--- src/rtl/dino_pkg.sv ---
// dino_pkg: shared game states and screen geometry for the game controller.
package dino_pkg;
  typedef enum logic [1:0] {IDLE, RUN, CRASH} state_t;
  localparam logic [8:0] GROUND_ROW = 9'd402;
  localparam logic [9:0] H_VISIBLE  = 10'd640;
  localparam logic [8:0] V_VISIBLE  = 9'd480;
endpackage

--- src/rtl/fresh_edge.sv ---
// fresh_edge: one-cycle frame-end pulse on the falling edge of the fresh strobe.
// Ports: CLK, RESET (async, active-high), fresh (frame strobe), fe (frame-end pulse).
module fresh_edge (
  input  logic CLK,
  input  logic RESET,
  input  logic fresh,
  output logic fe
);
  logic fresh_q, armed;
  // armed blocks a falling edge until fresh has actually been seen high after reset
  always_ff @(posedge CLK or posedge RESET)
    if (RESET) begin
      fresh_q <= 1'b1;
      armed   <= 1'b0;
    end else begin
      fresh_q <= fresh;
      armed   <= armed | fresh;
    end
  assign fe = armed & fresh_q & ~fresh;
endmodule

--- src/rtl/game_ctrl.sv ---
// game_ctrl: dino game state machine, crash detection, score and pixel compositing.
// Ports: CLK, RESET (async, active-high), fresh, button_jump, row_addr, col_addr,
//   dino_px, cactus_px -> game_status, crashed, px_out (1-cycle latency), score.
// Score counter present only when GAME_CTRL_SCORE_EN is defined; otherwise score = 0.
module game_ctrl
  import dino_pkg::*;
#(
  parameter int OVERLAP_THRESH = 4,
  parameter int SCORE_W        = 16
) (
  input  logic               CLK,
  input  logic               RESET,
  input  logic               fresh,
  input  logic               button_jump,
  input  logic [8:0]         row_addr,
  input  logic [9:0]         col_addr,
  input  logic               dino_px,
  input  logic               cactus_px,
  output logic               game_status,
  output logic               crashed,
  output logic               px_out,
  output logic [SCORE_W-1:0] score
);
  localparam logic [7:0] THRESH = 8'(OVERLAP_THRESH);
  state_t     state, state_n;
  logic       fe, vis, hit, hit_frame;
  logic [7:0] ovl;
  fresh_edge u_edge (.CLK(CLK), .RESET(RESET), .fresh(fresh), .fe(fe));
  assign vis       = (row_addr < V_VISIBLE) && (col_addr < H_VISIBLE);
  assign hit       = (state == RUN) && dino_px && cactus_px && vis;
  assign hit_frame = ovl >= THRESH;
  always_ff @(posedge CLK or posedge RESET)
    if (RESET) state <= IDLE;
    else       state <= state_n;
  always_comb begin
    state_n     = state;
    game_status = state == RUN;
    crashed     = state == CRASH;
    if (fe)
      state_n = state == IDLE ? (button_jump ? RUN : IDLE) :
                state == RUN  ? (hit_frame ? CRASH : RUN) :
                                (button_jump ? CRASH : IDLE);
  end
  // clearing on fe also drops a hit landing on the fe cycle from both frames
  always_ff @(posedge CLK or posedge RESET)
    if (RESET) ovl <= '0;
    else       ovl <= fe ? '0 : (hit && ovl != 8'hff) ? ovl + 8'd1 : ovl;
  always_ff @(posedge CLK or posedge RESET)
    if (RESET) px_out <= 1'b0;
    else       px_out <= vis & ((dino_px | cactus_px | (row_addr == GROUND_ROW)) ^ (state == CRASH));
`ifdef GAME_CTRL_SCORE_EN
  logic [SCORE_W-1:0] score_q;
  always_ff @(posedge CLK or posedge RESET)
    if (RESET)                                     score_q <= '0;
    else if (fe && state == IDLE && button_jump)   score_q <= '0;
    else if (fe && state == RUN && !hit_frame && score_q != '1) score_q <= score_q + 1'b1;
  assign score = score_q;
`else
  assign score = '0;
`endif
endmodule

--- config.mk ---
export PLATFORM = sky130hd
export DESIGN_NAME = game_ctrl
export DESIGN_NICKNAME = d
export VERILOG_FILES = /design/src/rtl/dino_pkg.sv /design/src/rtl/fresh_edge.sv /design/src/rtl/game_ctrl.sv
export SDC_FILE = /design/constraint.sdc
export NUM_CORES = 1
export LEC_CHECK = 0
export CAP_MARGIN = 20
export CORE_MARGIN = 5
export CORE_UTILIZATION = 36
export CTS_BUF_LIST = sky130_fd_sc_hd__clkbuf_16
export CTS_CLUSTER_DIAMETER = 120
export CTS_CLUSTER_SIZE = 20
export DETAILED_ROUTE_END_ITERATION = 10
export PLACE_DENSITY = 0.74
export SETUP_SLACK_MARGIN = 0.4
export SYNTH_ARGS = -nofsm -noshare
export SYNTH_HDL_FRONTEND = slang
export SYNTH_SLANG_ARGS = --single-unit
--- constraint.sdc ---
create_clock -name CLK -period 1.7 [get_ports CLK]
set_clock_uncertainty 0.15 [all_clocks]
set_input_delay 0.34 -clock CLK [delete_from_list [all_inputs] [get_ports CLK]]
set_output_delay 0.34 -clock CLK [all_outputs]
set_load 0.05 [all_outputs]
==> metrics.yaml, run 1 <==
run_status:
  status: "finished, final reports clean"
global_routing:
  grt_pass1_vias: 918
  grt_first_pass_wirelength_um: 3930
  grt_usage_pct: 14.9
  grt_max_degree: 14
  antenna_found_initial: 0
  grt-ovfl-total: 0
power:
  p_total_w: 0.00154
  ir_drop_mv: 0.754
  powerDensity_nw_per_um2: 1020
  p_leak_nw: 0.685
sta:
  grt_setup_unrepaired: "true"
  timing_worst_slew_pin_value_ns: 0.545
  hold_viol: 0
  fmax_mhz: 616
  tns_ns: 0
  finalCriticalPeriod_ns: 1.62
  setup_violations: 0
  fin_crit_sh_pct: 95.6
  maxSlewViolCount: 0
  relSlewSlack_pct: 63.5
clock_network:
  cts-htree-levels: 1
  clk_pin_slew_ns: 0.04
  cts-root-buf: "clkbuf_16"
  ctsLongestPathBuffers: 2
  clk_latency_ns: 0.24
  cts_tree: "done"
  cts_hold_buf: 0
  cts_buffers: 3
  cts_sinks: 13
critical_path:
  crit_path_end_kind: "flip-flop"
  critPathKind: "reg2reg"
  ff2ff_path_depth: 6
  cp_max_fo: 6
  critPathLaunchType: "flip-flop"
  required_ns: 1.65
  cp.arrival_ns: 1.58
final_layout:
  layout-drive-gt1-share_pct: 41.1
  fillers: 181
  nets: 169
  synthToLayoutAreaGrowth_pct: 70.9
  num_antenna_cells: 0
die:
  core-area_um2: 2410
  dieArea_um2: 3550
  die_y_um: 59.6
  start_util_pct: 36.7
  die_w_um: 59.6
  io_pins: 44
  row_count: 18
yosys:
  synth_cell_types: 37
  ys_async_sr_fraction_pct: 100
  syn_inst: 96
  ys_ff_latch: 13
  syn_avg_cell_area_um2: 9.21
  yosysWarnings: 0
  synth_edf_count: 0
  ys_seq_area_share_pct: 36.9
  synth_flop_cell: "dfrtp_1"
  synth_area_um2: 885
route:
  antenna_left: 0
  drtIter0Drc: 13
  drt_pre_antenna_iters: 4
  route.detailed.drc: 0
  num_vias: 865
  viasPerCell: 5.06
  wirelength_um: 2510
  wl_per_cell_um: 14.7
place:
  io_buffers: 20
  dp_hpwl_um: 1570
  gp_congestion: 0.895
run:
  cap_violations: 0
min_path:
  worstHoldPathType: "in2async"
[cells in the mapped netlist (all sizes together) (2+ instances only)]
cell type	count	area (um2)
a21oi	5	25.0
buf	17	125
dfrtp	12	300
ha	2	25.0
inv	5	18.8
mux2i	2	20.0
nand2	6	22.5
nand2b	2	20.0
nand3	2	10.0
nand4	3	18.8
nor2	5	18.8
o21ai	6	30.0
o31ai	3	22.5
o41ai	2	17.5
or2	2	12.5
or3	2	12.5
or4	3	22.5
[path summary, 6_finish.rpt]
path	to	startpoint	slack, ns
setup / recovery	ovl[2]	state[1]	0.08
hold / removal	state[1]	RESET	0.28
setup reg to reg	ovl[2]	state[1]	0.08
hold reg to reg	u_edge.armed	u_edge.armed	0.32
max in group asynchronous	u_edge.fresh_q	RESET	0.76
min in group CLK	u_edge.armed	u_edge.armed	0.32
[kinds of logic (layout without fill, tap and decap cells)]
| kind of cell | after synthesis | in the layout | share of synthesized area, % |
|---|---|---|---|
| AND/OR/NAND/NOR | 33 | 33 | 24.8 |
| adder cells (fa/ha/maj) | 2 | 2 | 2.83 |
| flip-flops | 13 | 13 | 36.9 |
| other | 1 | 16 | 0.424 |
| AO/OA/AOI/OAI | 20 | 20 | 14.6 |
| multiplexers | 2 | 2 | 2.26 |
| buffers and inverters | 24 | 54 | 17.3 |
| XOR/XNOR | 1 | 1 | 0.990 |
[power breakdown]
part	leakage (nW)	switching [W]	internal, W
clock network	0.0423	0.000128	0.000310
logic	0.474	0.000384	0.000336
registers	0.168	0.0000296	0.000348
[what timing repair did]
item                                    4_1_cts  5_1_grt
setup buffers                                12        6
resized for setup                            24       14
endpoints found under the setup margin       13       13
pin swaps                                    14       10
[worst max-delay path, stage by stage (launching register included)]
cell and delay, ns:
dfrtp_1 0.37, nand2b_4 0.17, clkinv_8 0.05, nand4b_4 0.12
buf_6 0.17, buf_6 0.13, o41ai_1 0.32
[metal layers]
metal  wire [um]  part of all wire [%]  track usage [%]  vias up
met5           0                     0                0        -
li1            -                     -                -      401
met3         181                   7.2             6.32        6
met1         891                    36             14.9      417
met4          47                   1.9             7.28        0
met2        1390                    55             26.4       41
[per-stage QoR]
stage / setup slack (ns) / util [%] / instances / area [um2] / hold slack (ns)
floorplan: 0.0985 / - / 111 / 998 / 0.0662
global placement: -0.338 / 48.4 / 149 / 1170 / 0.301
detailed placement: -0.403 / 48.4 / 149 / 1170 / 0.308
CTS: 0.0301 / 58.6 / 165 / 1410 / 0.286
global route: -0.0170 / 62.7 / 171 / 1510 / 0.337
finish: 0.0755 / 62.7 / 171 / 1510 / 0.277
[state kept, by name, summed over array words and instances, names as in the netlist]
| signal | count |
|---|---|
| state | 2 |
| u_edge.fresh_q | 1 |
| u_edge.armed | 1 |
| ovl | 8 |
| px_out | 1 |
[area by class of cell]
class	count	area (um2)	share of cell area, %
timing repair buffer	44	417	27.6
inverter	6	35.0	2.32
clock buffer	3	75.1	4.97
tap	30	37.5	2.48
sequential	13	327	21.6
multi-input combinational	74	617	40.8
clock inverter	1	3.75	0.248
[cells in the final DEF (no fill, tap or decap), types with 2 or more instances in the layout]
| cell | count |
|---|---|
| buf_4 | 22 |
| conb_1 | 16 |
| dfrtp_1 | 12 |
| dlygate4sd2_1 | 9 |
| nand2_1 | 6 |
| inv_1 | 6 |
| a21oi_2 | 4 |
| clkdlybuf4s50_1 | 4 |
| dlymetal6s2s_1 | 4 |
| nand4_1 | 3 |
| or4_4 | 3 |
| o21ai_0 | 3 |
| nor2_1 | 3 |
| clkbuf_16 | 3 |
| buf_12 | 3 |
| nand3_2 | 2 |
| nor2_4 | 2 |
| o31ai_1 | 2 |
| o21ai_1 | 2 |
| mux2i_1 | 2 |
| buf_6 | 2 |
Note: power is estimated with default switching activity, not from simulation.
==> inputs of run 2 (changes only) <==
- GPL_TIMING_DRIVEN: default -> 1
==> results of run 2 <==
No change in the layout: final DEF, timing and power equal those of run 1.
